===== config.mk =====
export PLATFORM = sky130hd
export DESIGN_NAME = hilo_muldiv_unit_flat
export DESIGN_NICKNAME = d
export VERILOG_FILES = /design/src/rtl/hilo_muldiv_unit_if.sv /design/src/rtl/hilo_muldiv_unit.sv /design/src/flat_wrapper.sv
export SDC_FILE = /design/constraint.sdc
export NUM_CORES = 2
export LEC_CHECK = 0
export ABC_AREA = 1
export CAP_MARGIN = 30
export CORE_UTILIZATION = 66
export DETAILED_ROUTE_END_ITERATION = 8
export GPL_TIMING_DRIVEN = 0
export PLACE_DENSITY = 0.84
export SLEW_MARGIN = 20
export SYNTH_ARGS = -nofsm -noshare
export SYNTH_HDL_FRONTEND = slang
export SYNTH_SLANG_ARGS = --single-unit

===== constraint.sdc =====
create_clock -name clock -period 9.4 [get_ports clock]
set_input_delay 1.41 -clock clock [delete_from_list [all_inputs] [get_ports clock]]
set_output_delay 1.41 -clock clock [all_outputs]
set_load 0.01 [all_outputs]

===== src/rtl/hilo_muldiv_unit_if.sv =====
// Request/response bundle between the pipeline controller and the HI/LO multiply-divide unit.
// The controller drives the master side and the unit implements the slave side.
interface hilo_muldiv_unit_if;
  logic        start;
  logic [2:0]  operation;
  logic [31:0] operand_a;
  logic [31:0] operand_b;
  logic        cancel;
  logic        busy;
  logic        register_hi_write_enable;
  logic [31:0] register_hi_write_data;
  logic        register_lo_write_enable;
  logic [31:0] register_lo_write_data;

  modport master (
    output start, operation, operand_a, operand_b, cancel,
    input  busy, register_hi_write_enable, register_hi_write_data,
           register_lo_write_enable, register_lo_write_data
  );

  modport slave (
    input  start, operation, operand_a, operand_b, cancel,
    output busy, register_hi_write_enable, register_hi_write_data,
           register_lo_write_enable, register_lo_write_data
  );
endinterface


===== src/rtl/hilo_muldiv_unit.sv =====
// HI/LO producer: single-cycle MTHI/MTLO, two-cycle MULT/MULTU and a restoring
// divider for DIV/DIVU, all with registered write pulses and a flush cancel.
module hilo_muldiv_unit #(
  parameter int unsigned DIV_ITERATIONS = 32
) (
  input logic                clock,
  input logic                reset,
  hilo_muldiv_unit_if.slave  bus_io
);

  localparam logic [1:0] StIdle   = 2'd0;
  localparam logic [1:0] StMul    = 2'd1;
  localparam logic [1:0] StDiv    = 2'd2;
  localparam logic [1:0] StDivFix = 2'd3;

  localparam logic [2:0] OpMult  = 3'd1;
  localparam logic [2:0] OpMultu = 3'd2;
  localparam logic [2:0] OpDiv   = 3'd3;
  localparam logic [2:0] OpDivu  = 3'd4;
  localparam logic [2:0] OpMthi  = 3'd5;
  localparam logic [2:0] OpMtlo  = 3'd6;

  logic [1:0]  state_q, state_d;
  logic [5:0]  cnt_q, cnt_d;
  logic [31:0] a_q, a_d;      // multiplicand, or dividend shifting into quotient
  logic [31:0] b_q, b_d;
  logic [31:0] rem_q, rem_d;
  logic        mul_signed_q, mul_signed_d;
  logic        neg_quo_q, neg_quo_d;
  logic        neg_rem_q, neg_rem_d;
  logic        div_zero_q, div_zero_d;
  logic        busy_q, busy_d;
  logic        hi_we_q, hi_we_d;
  logic        lo_we_q, lo_we_d;
  logic [31:0] hi_data_q, hi_data_d;
  logic [31:0] lo_data_q, lo_data_d;

  logic [63:0] mul_a, mul_b, product;
  logic [32:0] shifted;
  logic [31:0] trial;
  logic        fits;
  logic        op_signed;

  assign mul_a   = {{32{mul_signed_q & a_q[31]}}, a_q};
  assign mul_b   = {{32{mul_signed_q & b_q[31]}}, b_q};
  assign product = mul_a * mul_b;

  // Partial remainders stay below the divisor, so 32 bits of the difference suffice.
  assign shifted = {rem_q, a_q[31]};
  assign trial   = shifted[31:0] - b_q;
  assign fits    = shifted >= {1'b0, b_q};

  assign op_signed = (bus_io.operation == OpDiv);

  always_comb begin
    state_d      = state_q;
    cnt_d        = cnt_q;
    a_d          = a_q;
    b_d          = b_q;
    rem_d        = rem_q;
    mul_signed_d = mul_signed_q;
    neg_quo_d    = neg_quo_q;
    neg_rem_d    = neg_rem_q;
    div_zero_d   = div_zero_q;
    hi_we_d      = 1'b0;
    lo_we_d      = 1'b0;
    hi_data_d    = hi_data_q;
    lo_data_d    = lo_data_q;

    case (state_q)
      StIdle: begin
        if (bus_io.start) begin
          case (bus_io.operation)
            OpMult, OpMultu: begin
              a_d          = bus_io.operand_a;
              b_d          = bus_io.operand_b;
              mul_signed_d = (bus_io.operation == OpMult);
              state_d      = StMul;
            end
            OpDiv, OpDivu: begin
              a_d        = (op_signed && bus_io.operand_a[31]) ? -bus_io.operand_a
                                                                : bus_io.operand_a;
              b_d        = (op_signed && bus_io.operand_b[31]) ? -bus_io.operand_b
                                                                : bus_io.operand_b;
              neg_quo_d  = op_signed & (bus_io.operand_a[31] ^ bus_io.operand_b[31]);
              neg_rem_d  = op_signed & bus_io.operand_a[31];
              div_zero_d = (bus_io.operand_b == 32'd0);
              rem_d      = 32'd0;
              cnt_d      = 6'd0;
              state_d    = StDiv;
            end
            OpMthi: begin
              hi_we_d   = 1'b1;
              hi_data_d = bus_io.operand_a;
            end
            OpMtlo: begin
              lo_we_d   = 1'b1;
              lo_data_d = bus_io.operand_a;
            end
            default: ;
          endcase
        end
      end
      StMul: begin
        hi_we_d   = 1'b1;
        lo_we_d   = 1'b1;
        hi_data_d = product[63:32];
        lo_data_d = product[31:0];
        state_d   = StIdle;
      end
      StDiv: begin
        rem_d = fits ? trial : shifted[31:0];
        a_d   = {a_q[30:0], fits};
        cnt_d = cnt_q + 6'd1;
        if (cnt_q == 6'(DIV_ITERATIONS - 1)) state_d = StDivFix;
      end
      StDivFix: begin
        // A zero divisor leaves |a| in the remainder, so the sign fix restores operand_a.
        hi_we_d   = 1'b1;
        lo_we_d   = 1'b1;
        hi_data_d = neg_rem_q ? -rem_q : rem_q;
        lo_data_d = div_zero_q ? 32'hFFFF_FFFF : (neg_quo_q ? -a_q : a_q);
        state_d   = StIdle;
      end
      default: state_d = StIdle;
    endcase

    if (bus_io.cancel) begin
      state_d   = StIdle;
      hi_we_d   = 1'b0;
      lo_we_d   = 1'b0;
      hi_data_d = hi_data_q;
      lo_data_d = lo_data_q;
    end

    busy_d = (state_d != StIdle);
  end

  always_ff @(posedge clock) begin
    if (reset) begin
      state_q      <= StIdle;
      cnt_q        <= 6'd0;
      a_q          <= 32'd0;
      b_q          <= 32'd0;
      rem_q        <= 32'd0;
      mul_signed_q <= 1'b0;
      neg_quo_q    <= 1'b0;
      neg_rem_q    <= 1'b0;
      div_zero_q   <= 1'b0;
      busy_q       <= 1'b0;
      hi_we_q      <= 1'b0;
      lo_we_q      <= 1'b0;
      hi_data_q    <= 32'd0;
      lo_data_q    <= 32'd0;
    end else begin
      state_q      <= state_d;
      cnt_q        <= cnt_d;
      a_q          <= a_d;
      b_q          <= b_d;
      rem_q        <= rem_d;
      mul_signed_q <= mul_signed_d;
      neg_quo_q    <= neg_quo_d;
      neg_rem_q    <= neg_rem_d;
      div_zero_q   <= div_zero_d;
      busy_q       <= busy_d;
      hi_we_q      <= hi_we_d;
      lo_we_q      <= lo_we_d;
      hi_data_q    <= hi_data_d;
      lo_data_q    <= lo_data_d;
    end
  end

  assign bus_io.busy                     = busy_q;
  assign bus_io.register_hi_write_enable = hi_we_q;
  assign bus_io.register_hi_write_data   = hi_data_q;
  assign bus_io.register_lo_write_enable = lo_we_q;
  assign bus_io.register_lo_write_data   = lo_data_q;

endmodule


===== src/flat_wrapper.sv =====
// flat-port wrapper written by rule: the top's interface ports become plain ports
module hilo_muldiv_unit_flat 
#(
  parameter int unsigned DIV_ITERATIONS = 32
)
  (clock, reset, bus_io_start, bus_io_operation, bus_io_operand_a, bus_io_operand_b, bus_io_cancel, bus_io_busy, bus_io_register_hi_write_enable, bus_io_register_hi_write_data, bus_io_register_lo_write_enable, bus_io_register_lo_write_data);
  hilo_muldiv_unit_if bus_io_i ();
  input logic clock;
  input logic reset;
  input wire logic [$bits(bus_io_i.start)-1:0] bus_io_start;
  input wire logic [$bits(bus_io_i.operation)-1:0] bus_io_operation;
  input wire logic [$bits(bus_io_i.operand_a)-1:0] bus_io_operand_a;
  input wire logic [$bits(bus_io_i.operand_b)-1:0] bus_io_operand_b;
  input wire logic [$bits(bus_io_i.cancel)-1:0] bus_io_cancel;
  output wire logic [$bits(bus_io_i.busy)-1:0] bus_io_busy;
  output wire logic [$bits(bus_io_i.register_hi_write_enable)-1:0] bus_io_register_hi_write_enable;
  output wire logic [$bits(bus_io_i.register_hi_write_data)-1:0] bus_io_register_hi_write_data;
  output wire logic [$bits(bus_io_i.register_lo_write_enable)-1:0] bus_io_register_lo_write_enable;
  output wire logic [$bits(bus_io_i.register_lo_write_data)-1:0] bus_io_register_lo_write_data;
  assign bus_io_i.start = bus_io_start;
  assign bus_io_i.operation = bus_io_operation;
  assign bus_io_i.operand_a = bus_io_operand_a;
  assign bus_io_i.operand_b = bus_io_operand_b;
  assign bus_io_i.cancel = bus_io_cancel;
  assign bus_io_busy = bus_io_i.busy;
  assign bus_io_register_hi_write_enable = bus_io_i.register_hi_write_enable;
  assign bus_io_register_hi_write_data = bus_io_i.register_hi_write_data;
  assign bus_io_register_lo_write_enable = bus_io_i.register_lo_write_enable;
  assign bus_io_register_lo_write_data = bus_io_i.register_lo_write_data;
  hilo_muldiv_unit #(.DIV_ITERATIONS(DIV_ITERATIONS)) u_core (.clock(clock), .reset(reset), .bus_io(bus_io_i));
endmodule

# Yosys cells after proc, flatten, opt, wreduce, memory -nomap -nowiden
# Index checks and enable logic that the tools add are counted.
# word_totals
reg_bits	175
latchBits	0
ramBits	0
mem_bits_ro	0
in_bits	71
out_inout_bits	67
elab_cells	95
memories	0
# classes
n_addsub	6
mul	1
div	0
order_cmp	1
n_eq_ne	15
n_shift	0
muxes	33
bitwise_logic	6
reduce_logical	19
# op_table
op	n
$mux W32	13
$pmux W32 S2	4
$pmux W32 S3	2
$neg A32 Y32	4
$mul A33 B33 Y64	1
$ge A33 B32 Y1	1
$logic_not A32 Y1	1
$sub A32 B32 Y32	1
$reduce_and A3 Y1	5
$mux W6	2
$pmux W6 S2	1
$eq A3 B3 Y1 const B	3
$ne A2 B2 Y1 const B	4
$reduce_and A4 Y1	2
$reduce_or A2 Y1	4
$add A6 B1 Y6 const B	1
$eq A3 B2 Y1 const B	2
$eq A6 B5 Y1 const B	1
$mux W2	3
$pmux W2 S3	1
$reduce_bool A2 Y1	3
$and A1 B1 Y1	4
$eq A2 B2 Y1 const B	2
$mux W1	4
10 further kinds	12

# Longest topological paths before layout
# logic_depth
word_depth	7
depth_mapped	35

# Least setup slack after synthesis
# OpenSTA, ideal clock, no wires.
# synth_timing
path_type	register to register
startpoint	register u_core.a_q[31]
endpoint	register u_core.hi_data_q[30], in the netlist u_core.bus_io.register_hi_write_data[30]
setup_time_ns	0.119
arrival_ns	7.103
setup_slack_ns	2.177
stages_incl_launch_ff	31
path_cell_list	dfxtp_1 > buf_2 > nand2_1 > clkbuf_1 > nor2_1 > fa_1 > inv_1 > fa_1 > inv_1 > fa_1 > inv_1 > fa_1 > fa_1 > inv_1 > fa_1 > inv_1 > fa_1 > fa_1 > inv_1 > ha_1 > inv_1 > nor3_1 > nand2_1 > inv_1 > nand2_1 > nor3_1 > nand2_1 > nand2_1 > nand2_1 > nand3_1 > a21oi_1
# synth_between
elab_chain_len	3
# synth_rtl
element	line	source
start, declared	hilo_muldiv_unit.sv:25	logic [31:0] a_q, a_d;
start signal, assigned	hilo_muldiv_unit.sv:143	a_q <= 32'd0;
start signal, assigned	hilo_muldiv_unit.sv:158	a_q <= a_d;
$and A1 B1 Y1	hilo_muldiv_unit.sv:44	assign mul_a = {{32{mul_signed_q & a_q[31]}}, a_q};
$mul A33 B33 Y64 (*)	hilo_muldiv_unit.sv:46	assign product = mul_a * mul_b;
$pmux W32 S3 (*)	hilo_muldiv_unit.sv:70	case (state_q)
end signal, assigned	hilo_muldiv_unit.sv:168	hi_data_q <= hi_data_d;
end, declared	hilo_muldiv_unit.sv:35	logic [31:0] hi_data_q, hi_data_d;
# Mark *: on every way between the ends. The rest lies on a longest branch, timed or not.
# A chain may end at the register's enable or synchronous reset.

# Worst setup path after layout
# layout_timing
startpoint	register u_core.b_q[21]
endpoint	register u_core.hi_data_q[31], in the netlist u_core.bus_io.register_hi_write_data[31]
# layout_between
elab_chain_len	2
# layout_rtl
element	line	source
start, declared	hilo_muldiv_unit.sv:26	logic [31:0] b_q, b_d;
start signal, assigned	hilo_muldiv_unit.sv:144	b_q <= 32'd0;
start signal, assigned	hilo_muldiv_unit.sv:159	b_q <= b_d;
$mul A33 B33 Y64	hilo_muldiv_unit.sv:46	
$pmux W32 S3	hilo_muldiv_unit.sv:70	
# Every way passes these cells.

==> impl_results.rst <==
.. list-table::
   :header-rows: 1

   * - Metric
     - Value
   * - Prevailing post-synth register cell
     - sky130_fd_sc_hd__dfxtp_1
   * - Estimated wirelength of the detail-placed design
     - 196 mm
   * - Signed area change from the synthesized netlist to the final layout
     - 7.15%
   * - Layout cells sized above 1
     - 2.73%
   * - Per-cell via count in the routed design
     - 6.18
   * - Post-CTS Setup Bufs
     - 0
   * - Setup WS pre-CTS
     - 0.231 ns
   * - Hold path startpoint
     - u_core.cnt_q[5]
   * - R2r endpoint
     - u_core.bus_io.register_hi_write_data[31]
   * - Final instance area
     - 0.0577 sq mm
   * - First-pass GRT wire length
     - 339 mm
   * - Critical Path Slowest Stage Cell
     - sky130_fd_sc_hd__fa_1
   * - Setup crit start kind
     - register
   * - Power share of the clock group
     - 18.9%
   * - Multi-input gate area
     - between 0.04 and 0.05 sq mm
   * - Average detailed-routed wire length per instance
     - between 20 and 30 microns
   * - Count of input and output buffers
     - 136
   * - Max Transition Viols Final
     - 0
   * - Die Y
     - 288 microns
   * - TritonCTS sink count
     - 175
   * - Final worst-path setup slack
     - -0.0427 ns
   * - Post-route DRC
     - 5
   * - Total setup violations reported at the end of the flow
     - 1
   * - Number of synthesized register bits
     - roughly 180
   * - Critical Path Fanout Max
     - 10
   * - WHS Endpoint
     - u_core.cnt_q[5]
   * - CTS hold repair buffers
     - 0
   * - Largest net degree at the start of global routing
     - 26
   * - Die outline area
     - 0.0828 sq mm
   * - TritonRoute pass-1 iters
     - 9
   * - Count of different cell masters after synthesis
     - 49
   * - Launching element of the worst setup path
     - u_core.b_q[21]
   * - Part of the total power dissipated in sequential elements
     - between 10% and 20%
   * - Clock-pin slew reported for the worst setup and hold paths after clock tree synthesis
     - 0.08 ns
   * - Routed wire length
     - roughly 230 mm
   * - Area share of the largest cell type after synthesis
     - 41.9%
   * - Violations in the final reports
     - DRC, setup timing
   * - Mean post-synth cell area
     - approximately 7 sq um
   * - Hold Crit Depth
     - 2
   * - ANT nets after route
     - 0
   * - Result of the run
     - finished with violations
   * - Reported max-cap violation count
     - 0
   * - Post-synth EDFFs
     - 0
   * - Initial standard-cell utilization of the core
     - 66.8%
   * - PostCTS Resize Cnt
     - 0
   * - Post-synthesis cell count
     - between 7000 and 8000
   * - Biggest area contributors in the synthesized netlist
     - sky130_fd_sc_hd__fa_1 (42%), sky130_fd_sc_hd__nand2_1 (14%), sky130_fd_sc_hd__inv_1 (13%)
   * - Upper clock frequency limit
     - approximately 0.11 GHz
   * - Share of synthesized area occupied by flip-flops and latches
     - 6.50%
   * - Cell Pwr Density
     - 70.6 mW/mm^2
   * - Most common cell on crit path
     - sky130_fd_sc_hd__fa_1
   * - Cell types with the highest counts after synthesis
     - sky130_fd_sc_hd__nand2_1 (1989), sky130_fd_sc_hd__inv_1 (1916), sky130_fd_sc_hd__fa_1 (1126), sky130_fd_sc_hd__nor2_1 (453), sky130_fd_sc_hd__nand3_1 (321)
   * - Via count
     - approximately 54000
   * - Min cycle time layout
     - 9.44 ns
   * - P_int
     - 1.88 mW
   * - Synthesis Warnings
     - 0
   * - Standard cell area after detailed placement
     - between 0.05 and 0.06 sq mm
   * - Total routing resource utilization after global routing
     - 57.5%
   * - Reg2Reg Setup Slack
     - -0.04 ns
   * - CP endpoint kind
     - register
   * - Insertion delay to the later sink of the worst-skew pair
     - 0.47 ns
   * - Initial antenna violation count
     - 19
   * - Worst Max-Slew Pin Slew
     - 1.23 ns
   * - CTS max path bufs
     - 2
   * - Overflow after GRT
     - 0
   * - Required arrival time at the worst endpoint
     - between 9 and 10 ns
   * - Critical path start-end classification
     - register to register
   * - Routability congestion estimate from global placement
     - 1.11
   * - Path class of the lowest-slack min-delay path
     - register to register
   * - Library cell used as clock root buffer
     - sky130_fd_sc_hd__clkbuf_16
   * - Largest clock skew in the final design
     - 0.0127 ns
   * - Post-synth net total
     - between 8000 and 9000
   * - Initial DRC Count
     - 8375
   * - Number of fill cells in the layout
     - 6543
   * - Critical register-to-register path startpoint
     - u_core.b_q[21]
   * - Final count of hold timing violations
     - 0
   * - Inst Count DP
     - 8695
   * - Peak VDD IR
     - 0.131 mV
   * - Peak per-stage delay on the critical path
     - 1.04 ns
   * - Net switching power of the design
     - 2.19 mW
   * - Die X
     - 288 microns
   * - TritonCTS clock tree
     - yes
   * - Data arrival, critical path
     - around 9.8 ns
   * - Number of buffers created by CTS
     - 17
   * - Switch share
     - 53.8%
   * - H-Tree Level Count
     - 4
   * - Post-synthesis instance area
     - about 0.054 sq mm
   * - Portion of total power attributed to combinational logic
     - 61.7%
   * - Async set or reset register ratio after synthesis
     - 0%
   * - Most frequent cell after synthesis
     - sky130_fd_sc_hd__nand2_1
   * - IO Count
     - roughly 140
   * - Number of global-route vias before repair
     - 53546
   * - Static leakage
     - 31.5 nW
   * - Ratio of final minimum period to clock period
     - 100%
   * - Number of cells traversed by the worst register-to-register path
     - 29
   * - Worst relative slew slack
     - 18.2%
   * - Total area of sequential cells
     - 0.00350 sq mm
   * - Largest area contributor in the netlist
     - sky130_fd_sc_hd__fa_1
   * - Number of standard cells in the layout, taps in and fillers out
     - just under 9000
   * - Standard cell core area
     - 0.0807 sq mm
   * - # nets final
     - 9121
   * - Cell row count
     - 104
[worst max-delay path by stage]
stage	slack, ns	cells after the start	endpoint
6_report	-0.04	29	u_core.bus_io.register_hi_write_data[31]
5_1_grt	-0.05	26	u_core.bus_io.register_hi_write_data[25]
4_1_cts	0.20	28	u_core.bus_io.register_hi_write_data[23]
3_5_place_dp	0.23	26	u_core.bus_io.register_hi_write_data[24]
3_3_place_gp	0.35	29	u_core.bus_io.register_hi_write_data[31]
2_1_floorplan	2.18	30	u_core.bus_io.register_hi_write_data[30]
[logic make-up after synthesis]
group           share of synthesized area, %
simple gates                            22.2
buf+inv                                 16.1
fa+ha+maj                               47.7
compound gates                          6.49
flops                                   6.50
xor+xnor                               0.976
[registers in the layout, indices dropped and copies added (netlist names)]
name	cells
u_core.a_q	32
u_core.b_q	32
u_core.bus_io.busy	1
u_core.bus_io.register_hi_write_data	32
u_core.bus_io.register_hi_write_enable	1
u_core.bus_io.register_lo_write_data	32
u_core.bus_io.register_lo_write_enable	1
u_core.cnt_q	6
u_core.div_zero_q	1
u_core.mul_signed_q	1
u_core.neg_quo_q	1
u_core.neg_rem_q	1
u_core.rem_q	32
u_core.state_q	2
[cell usage in the layout, fill, tap and decap left out, types with 28 or more instances in the layout]
master                            Yosys  layout
sky130_fd_sc_hd__clkdlybuf4s50_1      0     136
sky130_fd_sc_hd__ha_1               250     250
sky130_fd_sc_hd__buf_6                6      35
sky130_fd_sc_hd__a21oi_1            288     288
sky130_fd_sc_hd__a31oi_1             28      28
sky130_fd_sc_hd__fa_1              1126    1123
sky130_fd_sc_hd__nand2_1           1989    1989
sky130_fd_sc_hd__nand3_1            321     321
sky130_fd_sc_hd__inv_1             1916    1915
sky130_fd_sc_hd__o21ai_0            176     176
sky130_fd_sc_hd__clkbuf_1           247     224
sky130_fd_sc_hd__xnor2_1             30      30
sky130_fd_sc_hd__dfxtp_1            175     174
sky130_fd_sc_hd__buf_1               78      71
sky130_fd_sc_hd__nand4_1             53      53
sky130_fd_sc_hd__xor2_1              30      30
sky130_fd_sc_hd__nor3_1              55      55
sky130_fd_sc_hd__nor2_1             453     453
[final cells by class]
| cell class | count | share of cell area [%] |
|---|---|---|
| clock inverters | 15 | 0.345 |
| repair buffers | 174 | 3.16 |
| plain buffers | 355 | 2.52 |
| well taps | 1060 | 2.30 |
| diodes | 16 | 0.0694 |
| inverters | 1937 | 12.6 |
| flip-flops and latches | 175 | 6.07 |
| clock buffers | 17 | 0.737 |
| multi-input cells | 5014 | 72.2 |
[critical path, delay by kind of cell (launching register included)]
kind | cells | cell delay [ns]
AOI/OAI and AO/OA | 1 | 0.17
adders and majority gates | 9 | 5.05
buffers and inverters | 8 | 1.99
DFF | 1 | 0.31
and+or+nand+nor | 11 | 1.82
[stage by stage]
stage | util (%) | hold slack [ns] | setup TNS (ns) | power [mW]
2_1_floorplan | - | 0.454 | 0 | 2.15
4_1_cts | 71.1 | 0.498 | 0 | 3.87
5_1_grt | 71.5 | 0.521 | -0.0804 | 4.19
3_3_place_gp | 70.1 | 0.469 | 0 | 3.05
6_report | 71.5 | 0.497 | -0.0427 | 4.07
3_5_place_dp | 70.3 | 0.486 | 0 | 3.10
[layer usage]
metal  GRT usage [%]  vias to the layer above  share of wire [%]
met5            6.69                        -               0.33
met1            62.9                    25510                 31
li1                -                    22234                  -
met4            50.6                       32                 12
met3            29.6                     1605                 17
met2            80.8                     4759                 41
[power by group through the flow]
stage	Sequential, mW	Combinational, mW	Clock (mW)
3_3_place_gp	0.806	2.25	0
2_1_floorplan	0.805	1.35	0
4_1_cts	0.789	2.32	0.757
5_1_grt	0.795	2.61	0.786
6_report	0.794	2.51	0.768
3_5_place_dp	0.807	2.30	0
Power figures use the tool's default switching activity.
